$ cat src/rtl/fifo_flow_ctrl_param.sv
// ============================================================================
// Module      : fifo_flow_ctrl_param
// Description : Parametrised synchronous FIFO with registered read port,
//               sticky overflow/underflow flag and hysteretic PAUSE/CONTINUE
//               flow control. Optional macro FIFO_ERR_CLR_EN adds err_clr.
// Revision    : 1.0 - initial release
// ============================================================================
`default_nettype none

module fifo_flow_ctrl_param #(
    parameter int DATA_W = 6,
    parameter int DEPTH  = 8,
    parameter int ADDR_W = 3,
    parameter int TH_W   = 4
) (
    input  logic              clk,
    input  logic              reset_L,
    input  logic              push,
    input  logic              pop,
`ifdef FIFO_ERR_CLR_EN
    input  logic              err_clr,
`endif
    input  logic [DATA_W-1:0] data_in,
    input  logic [TH_W-1:0]   almost_empty_th,
    input  logic [TH_W-1:0]   almost_full_th,
    output logic [DATA_W-1:0] data_out,
    output logic              valid_out,
    output logic              fifo_empty,
    output logic              fifo_full,
    output logic              pause,
    output logic              continue_o,
    output logic              fifo_error,
    output logic [ADDR_W:0]   occupancy
);

    // Threshold arithmetic is done one bit wider than either operand so that
    // occupancy + margin never wraps.
    localparam int c_CMP_W = ((TH_W > ADDR_W + 1) ? TH_W : ADDR_W + 1) + 1;

    localparam logic [ADDR_W:0]    c_DEPTH     = (ADDR_W + 1)'(DEPTH);
    localparam logic [ADDR_W:0]    c_OCC_ONE   = (ADDR_W + 1)'(1);
    localparam logic [ADDR_W-1:0]  c_PTR_ONE   = ADDR_W'(1);
    localparam logic [c_CMP_W-1:0] c_DEPTH_CMP = c_CMP_W'(DEPTH);

    typedef enum logic [0:0] {
        ST_RUN    = 1'b0,
        ST_PAUSED = 1'b1
    } state_t;

    logic [DATA_W-1:0] r_mem [DEPTH];
    logic [ADDR_W-1:0] r_wr_ptr;
    logic [ADDR_W-1:0] r_rd_ptr;
    logic [ADDR_W:0]   r_occ;
    logic [DATA_W-1:0] r_data_out;
    logic              r_valid;
    logic              r_error;
    logic              r_cont;
    state_t            r_state;

    logic              w_empty;
    logic              w_full;
    logic              w_pop_ok;
    logic              w_push_ok;
    logic              w_err_set;
    logic [ADDR_W:0]   w_occ_next;
    logic [c_CMP_W-1:0] w_occ_ext;
    logic              w_go_pause;
    logic              w_go_run;
    state_t            w_state_next;
    logic              w_cont_next;

    assign w_empty   = (r_occ == '0);
    assign w_full    = (r_occ == c_DEPTH);
    assign w_pop_ok  = pop & ~w_empty;
    assign w_push_ok = push & (~w_full | w_pop_ok);
    assign w_err_set = (push & ~w_push_ok) | (pop & w_empty);

    always_comb begin
        w_occ_next = r_occ;
        case ({w_push_ok, w_pop_ok})
            2'b10:   w_occ_next = r_occ + c_OCC_ONE;
            2'b01:   w_occ_next = r_occ - c_OCC_ONE;
            default: w_occ_next = r_occ;
        endcase
    end

    // PAUSE when the remaining room drops to the margin: occ + th >= DEPTH.
    assign w_occ_ext  = c_CMP_W'(w_occ_next);
    assign w_go_pause = (w_occ_ext + c_CMP_W'(almost_full_th)) >= c_DEPTH_CMP;
    assign w_go_run   = w_occ_ext <= c_CMP_W'(almost_empty_th);

    always_comb begin
        w_state_next = r_state;
        w_cont_next  = 1'b0;
        case (r_state)
            ST_RUN: begin
                if (w_go_pause) begin
                    w_state_next = ST_PAUSED;
                end
            end
            ST_PAUSED: begin
                // A simultaneous pause condition keeps the FIFO paused.
                if (!w_go_pause && w_go_run) begin
                    w_state_next = ST_RUN;
                    w_cont_next  = 1'b1;
                end
            end
            default: begin
                w_state_next = ST_RUN;
            end
        endcase
    end

    always_ff @(posedge clk or negedge reset_L) begin
        if (!reset_L) begin
            r_state <= ST_RUN;
            r_cont  <= 1'b0;
        end else begin
            r_state <= w_state_next;
            r_cont  <= w_cont_next;
        end
    end

    always_ff @(posedge clk or negedge reset_L) begin
        if (!reset_L) begin
            r_wr_ptr   <= '0;
            r_rd_ptr   <= '0;
            r_occ      <= '0;
            r_data_out <= '0;
            r_valid    <= 1'b0;
        end else begin
            r_occ   <= w_occ_next;
            r_valid <= w_pop_ok;
            if (w_push_ok) begin
                r_wr_ptr <= r_wr_ptr + c_PTR_ONE;
            end
            if (w_pop_ok) begin
                r_rd_ptr   <= r_rd_ptr + c_PTR_ONE;
                r_data_out <= r_mem[r_rd_ptr];
            end
        end
    end

    // Storage carries no reset; its contents are qualified by the pointers.
    always_ff @(posedge clk) begin
        if (w_push_ok) begin
            r_mem[r_wr_ptr] <= data_in;
        end
    end

    always_ff @(posedge clk or negedge reset_L) begin
        if (!reset_L) begin
            r_error <= 1'b0;
        end else begin
`ifdef FIFO_ERR_CLR_EN
            r_error <= w_err_set | (r_error & ~err_clr);
`else
            r_error <= w_err_set | r_error;
`endif
        end
    end

    assign data_out   = r_data_out;
    assign valid_out  = r_valid;
    assign fifo_empty = w_empty;
    assign fifo_full  = w_full;
    assign pause      = (r_state == ST_PAUSED);
    assign continue_o = r_cont;
    assign fifo_error = r_error;
    assign occupancy  = r_occ;

endmodule

`default_nettype wire

$ cat config.mk
export PLATFORM = sky130hd
export DESIGN_NAME = fifo_flow_ctrl_param
export DESIGN_NICKNAME = d
export VERILOG_FILES = /design/src/rtl/fifo_flow_ctrl_param.sv
export SDC_FILE = /design/constraint.sdc
export NUM_CORES = 1
export LEC_CHECK = 0
export CORE_MARGIN = 2
export CORE_UTILIZATION = 35
export CTS_CLUSTER_DIAMETER = 200
export CTS_CLUSTER_SIZE = 16
export DETAILED_ROUTE_END_ITERATION = 10
export PLACE_DENSITY = 0.61
export SLEW_MARGIN = 20
export SYNTH_ARGS = -nofsm -noshare
export SYNTH_HDL_FRONTEND = slang
export SYNTH_SLANG_ARGS = --single-unit
export TNS_END_PERCENT = 50
$ cat constraint.sdc
create_clock -name clk -period 3.8 [get_ports clk]
set_input_delay 1.14 -clock clk [delete_from_list [all_inputs] [get_ports clk]]
set_output_delay 1.14 -clock clk [all_outputs]
set_load 0.02 [all_outputs]
==> results of run 1 <==
[stage by stage]
stage	hold WS, ns	worst slack [ns]	instances
2_1_floorplan	0.461	0.323	209
3_3_place_gp	0.460	-0.0589	353
3_5_place_dp	0.466	-0.104	353
4_1_cts	0.487	0.262	369
5_1_grt	0.520	0.0773	369
6_report	0.481	0.243	369
[state kept, by name (all words and copies together), names as in the netlist]
| register | flops |
|---|---|
| pause | 1 |
| occupancy | 4 |
| r_wr_ptr | 3 |
| r_mem | 48 |
| r_rd_ptr | 3 |
| data_out | 6 |
| valid_out | 1 |
| fifo_error | 1 |
| continue_o | 1 |
[routing by layer]
metal  up-vias  part of all wire [%]  routed length, um
li1        881                     -                  -
met1       877                    49               2710
met2        31                    45               2520
met3        12                   3.8                209
met4         0                   2.1                118
met5         -                     0                  0
[cell type report]
class                   count  area [um2]  area share (%)
clock inverters             7        67.6            1.81
well taps                 108         135            3.61
multi-input cells         129        1050            28.1
inverters                   5        18.8           0.502
clock buffers               9         124            3.31
repair buffers             43         405            10.8
flip-flops and latches     68        1940            51.9
[kinds of logic after synthesis]
family	count (synthesis)	synth area share [%]
buffers and inverters	12	2.53
XOR/XNOR	8	2.28
flip-flops	68	63.3
multiplexers	29	10.2
AO/OA/AOI/OAI	34	8.60
AND/OR/NAND/NOR	44	6.93
adder cells (fa/ha/maj)	14	6.20
[cells in the final DEF (no fill, tap or decap), drive strengths merged, types with 3 or more instances in the layout]
cell type / synthesis / final
clkbuf: 1 / 9
nor2: 11 / 11
xnor2: 4 / 4
nor3: 3 / 3
clkinv: 0 / 5
a21oi: 5 / 5
mux2: 15 / 15
ha: 12 / 12
dfrtp: 20 / 20
edfxtp: 48 / 48
nand2: 17 / 17
a21o: 3 / 3
o21ai: 8 / 8
xor2: 4 / 4
nor2b: 4 / 4
o22ai: 7 / 7
inv: 5 / 5
nand2b: 3 / 3
buf: 6 / 10
mux2i: 14 / 14
clkdlybuf4s50: 0 / 33
a221o: 6 / 6
[final timing paths]
kind	cells after the start	startpoint	slack, ns	endpoint
min reg2reg	1	fifo_error$_DFF_PN0_	0.48	fifo_error$_DFF_PN0_
max	12	pop	0.24	continue_o$_DFF_PN0_
min in group asynchronous	1	reset_L	1.32	r_rd_ptr[0]$_DFFE_PN0N_
min	1	fifo_error$_DFF_PN0_	0.48	fifo_error$_DFF_PN0_
max reg2reg	12	occupancy[0]$_DFF_PN0_	0.60	continue_o$_DFF_PN0_
max in group asynchronous	1	reset_L	1.91	occupancy[3]$_DFF_PN0_
[report_power, final]
group,total (W),internal [W],leakage [nW],switching (W)
logic,0.00112,0.000562,0.671,0.000559
clock network,0.000570,0.000299,0.0943,0.000271
registers,0.00115,0.000978,0.671,0.000172
==> run_results.csv, run 1 <==
group,metric,value,unit
clock_network,cts_setup_buffers,0,
synthesis,ys_ff_latch,68,
global_routing,antenna_found_initial,0,
final_layout,post-route-util,43.5,%
synthesis,ys_seq_area_share,63.3,%
synthesis,async_flop_share,29.4,%
timing,hold_violations,0,
synthesis,ys_warn_count,0,
route,drtIter0Drc,75,
route,dr.pass1.iters,4,
route,avgViaCountPerCell,4.88,
floorplanning,rows,34,
route,drt-total-wl,5550,um
place,gp_congestion,0.703,
global_routing,grt_pass1_vias,1747,
power_and_ir_drop,leakagePower,1.44,nW
worst_setup_path,crit_chain,"clkdlybuf4s50_1, o21ai_2, nor2_1, ha_1, a21o_1, a21oi_1, mux2i_1, a211o_1, ha_1, and4b_1, o21ai_0, nor3b_1",
place,io_buffers,33,
global_routing,grt.met3_usage,4.10,%
global_routing,grt_start_max_net_pins,21,
place,place_area,3550,um2
clock_network,tritoncts,"done",
floorplanning,ios,34,
synthesis,synth_edf_count,48,
synthesis,synthCells,209,
synthesis,yosysTopAreaCell,"edfxtp_1",
synthesis,syn-cell-area,3070,um2
flow_run,cap_violations,0,
power_and_ir_drop,finalPower,0.00284,W
final_layout,syn_to_final_growth,21.9,%
final_layout,drive_gt1_share,15.7,%
final_layout,fillers,795,
timing,fin_setup_tns,0,ns
synthesis,ys_top_cells_by_count,"edfxtp_1 (48), dfrtp_1 (20), nand2_1 (17)",
worst_setup_path,cp_data_required_time,4.02,ns
timing,relSlewSlack,36.8,%
synthesis,synth.top_cells.by_area,"edfxtp_1 (47%), dfrtp_1 (16%), ha_1 (4.9%)",
synthesis,synth_top_area_share,47.0,%
synthesis,synth_flop_cell,"edfxtp_1",
worst_setup_path,critPathKind,"primary input to flop",
floorplanning,core_area,8590,um2
global_routing,busiest_layer,"met2",
clock_network,h-tree-depth,3,
synthesis,syn_area_per_cell,14.7,um2
clock_network,clock-sinks,68,
power_and_ir_drop,power.density,759,nW/um2
global_routing,grt_usage,12.6,%
worst_hold_path,hp-class,"flop to flop",
clock_network,cts_resized,0,
power_and_ir_drop,ir_drop,216,uV
route,vias,1801,
global_routing,grtUsageMet2,18.1,%
timing,fmax,0.281,GHz
final_layout,fin_area,3740,um2
worst_setup_path,max_stage_delay,0.49,ns
worst_setup_path,critPathMaxFanout,3,
worst_setup_path,cp.arrival,3.78,ns
global_routing,grt-ovfl-total,0,
worst_setup_path,crit_slowest_cell,"clkdlybuf4s50_1",
worst_setup_path,worst_path_most_repeated_cell,"ha_1",
route,drc_errors,0,
worst_setup_path,start_kind,"primary input",
worst_setup_path,critPathBufInv,1,
floorplanning,die_area,9530,um2
worst_setup_path,cp-end-kind,"flop",
floorplanning,start_util,35.7,%
clock_network,cts_buffers,9,
timing,clock_skew,0.00487,ns
global_routing,grt_pass1_wl,9030,um
place,dp_hpwl,3880,um
timing,slew_viol_final,0,
clock_network,clk_latency,0.34,ns
clock_network,root_buffer,"clkbuf_8",
timing,tightest_slew,0.949,ns
final_layout,diodes,0,
timing,min_period,3.56,ns
timing,rsz0062_at_grt,"no",
timing,fin_crit_sh,93.6,%
timing,setup_viol,0,
synthesis,ys_types,39,
synthesis,yosysMostFrequentCell,"edfxtp_1",
final_layout,nNetsFinal,288,
clock_network,clk_path_buf_depth,2,
clock_network,clkSlewWorstSetupHoldPaths,0.07,ns
route,drtAntennaViolNets,0,
worst_setup_path,crit_family,"compound AO/OA/AOI/OAI gates",
run_status,status,"completed",
floorplanning,dieWidth,97.6,um
synthesis,synth.net_count,241,
clock_network,postCtsHoldBufs,0,
floorplanning,die_h,97.6,um
global_routing,met1_usage,17.2,%
route,route.detailed.wl_per_inst,15.0,um
Note: power is estimated with default switching activity, not from simulation.
==> run 2, diff against run 1 <==
--- a/config.mk
+++ b/config.mk
@@ -5,7 +5,6 @@
 export SDC_FILE = /design/constraint.sdc
 export NUM_CORES = 1
 export LEC_CHECK = 0
-export CORE_MARGIN = 2
 export CORE_UTILIZATION = 35
 export CTS_CLUSTER_DIAMETER = 200
 export CTS_CLUSTER_SIZE = 16
==> run_results.csv, run 2 (synthesis gave the netlist of run 1 again) <==
group,metric,value,unit
global_routing,grt_usage,12.9,%
worst_hold_path,min_from,"data_out[3]$_DFFE_PN0N_",
final_layout,post-route-util,45.1,%
worst_setup_path,critPathKind,"primary input to flop",
worst_setup_path,cp_data_required_time,4.02,ns
place,io_buffers,33,
final_layout,final_cell_mix,"edfxtp_1 (48), clkdlybuf4s50_1 (33), dfrtp_1 (20)",
final_layout,multi_input_area,1050,um2
final_layout,nNetsFinal,288,
timing,fmax,0.284,GHz
final_layout,largest_register_ffs,48,
timing,hold_violations,0,
timing,slew_viol_final,0,
worst_hold_path,min_path_cells,2,
timing,tightest_slew,0.935,ns
worst_setup_path,cp.arrival,3.73,ns
final_layout,seq_area,1940,um2
final_layout,diodes,0,
timing,min_period,3.52,ns
floorplanning,die_h,95.6,um
route,avgViaCountPerCell,4.81,
clock_network,clk_path_buf_depth,2,
global_routing,antenna_found_initial,0,
timing,clock_skew,0.0106,ns
clock_network,clock-sinks,68,
timing,fin_crit_sh,92.6,%
worst_setup_path,critPathMaxFanout,3,
timing,relSlewSlack,37.5,%
clock_network,root_buffer,"clkbuf_8",
flow_run,cap_violations,0,
timing,setup_viol,0,
power_and_ir_drop,power.density,774,nW/um2
worst_setup_path,r2r_cells,12,
place,gp_congestion,0.705,
worst_setup_path,startpoint,"pop",
place,dp_slack,-0.169,ns
route,drtIter0Drc,58,
final_layout,final_common_cell,"edfxtp_1",
worst_hold_path,hp-class,"flop to flop",
clock_network,h-tree-depth,3,
clock_network,cts_buffers,9,
floorplanning,start_util,36.8,%
run_status,status,"completed",
global_routing,grt_pass1_vias,1725,
global_routing,grt_start_max_net_pins,21,
final_layout,fillers,762,
final_layout,drive_gt1_share,16.1,%
worst_setup_path,cp-end-kind,"flop",
final_layout,syn_to_final_growth,22.5,%
timing,rsz0062_at_grt,"no",
route,route.detailed.wl_per_inst,14.9,um
power_and_ir_drop,ir_drop,218,uV
clock_network,clkSlewWorstSetupHoldPaths,0.07,ns
route,dr.pass1.iters,4,
floorplanning,rows,33,
timing,fin_setup_tns,0,ns
global_routing,grt-ovfl-total,0,
floorplanning,core_area,8340,um2
route,drtAntennaViolNets,0,
floorplanning,ios,34,
route,drt-total-wl,5440,um
worst_setup_path,crit-reg2reg-launch,"occupancy[0]$_DFF_PN0_",
route,drc_errors,0,
route,vias,1759,
floorplanning,die_area,9150,um2
place,dp_hpwl,3830,um
timing,worst_slack,0.281,ns
global_routing,grt_pass1_wl,8350,um
power_and_ir_drop,finalPower,0.00291,W
clock_network,tritoncts,"done",
power_and_ir_drop,leakagePower,1.45,nW
worst_setup_path,start_kind,"primary input",
clock_network,clk_latency,0.34,ns
clock_network,cts_setup_buffers,0,
floorplanning,dieWidth,95.6,um
final_layout,largest_register,"r_mem",
run 2: through the flow:
step                      instances  hold WS, ns  area (um2)
after floorplan                 209        0.461        3070
after global placement          350        0.464        3550
after detailed placement        350        0.464        3550
after CTS                       366        0.485        3760
after global routing            366        0.501        3760
final                           366        0.476        3760
run 2: power by group:
part	leakage, nW	switching, W	internal, W
combinational	0.671	0.000564	0.000564
clock	0.107	0.000272	0.000367
sequential	0.671	0.000167	0.000978
run 2: timing repair:
| action | in CTS | in global routing |
|---|---|---|
| endpoints found under the setup margin | 0 | 1 |
| hold buffers | 0 | 0 |
| gates resized for setup | 0 | 1 |
run 2: cell type report:
cell class / count / share of cell area, %
Clock buffer: 9 / 3.29
Clock inverter: 7 / 2.40
Inverter: 5 / 0.499
Multi-Input combinational cell: 129 / 27.9
Sequential cell: 68 / 51.6
Tap cell: 105 / 3.49
Timing Repair Buffer: 43 / 10.8
run 2: routing by layer:
metal / up-vias / wire length [um] / track usage (%)
li1: 880 / - / -
met1: 832 / 2600 / 17.0
met2: 37 / 2460 / 19.6
met3: 10 / 267 / 3.59
met4: 0 / 108 / 6.34
met5: - / 0 / 0
run 2: final timing paths:
path	to	slack [ns]
hold reg to reg	data_out[3]$_DFFE_PN0N_	0.48
setup reg to reg	continue_o$_DFF_PN0_	0.67
max in group asynchronous	r_wr_ptr[0]$_DFFE_PN0P_	1.90
setup / recovery	continue_o$_DFF_PN0_	0.28
min in group asynchronous	valid_out$_DFF_PN0_	1.32
hold / removal	data_out[3]$_DFFE_PN0N_	0.48
run 2: worst max-delay path: stages:
cell and delay [ns]:
clkdlybuf4s50_1 0.50, o21ai_2 0.07, nor2_1 0.14, ha_1 0.25, a21o_1 0.17, a21oi_1 0.24
mux2i_1 0.11, a211o_1 0.34, ha_1 0.30, and4b_1 0.20, o21ai_1 0.19, nor3b_1 0.07
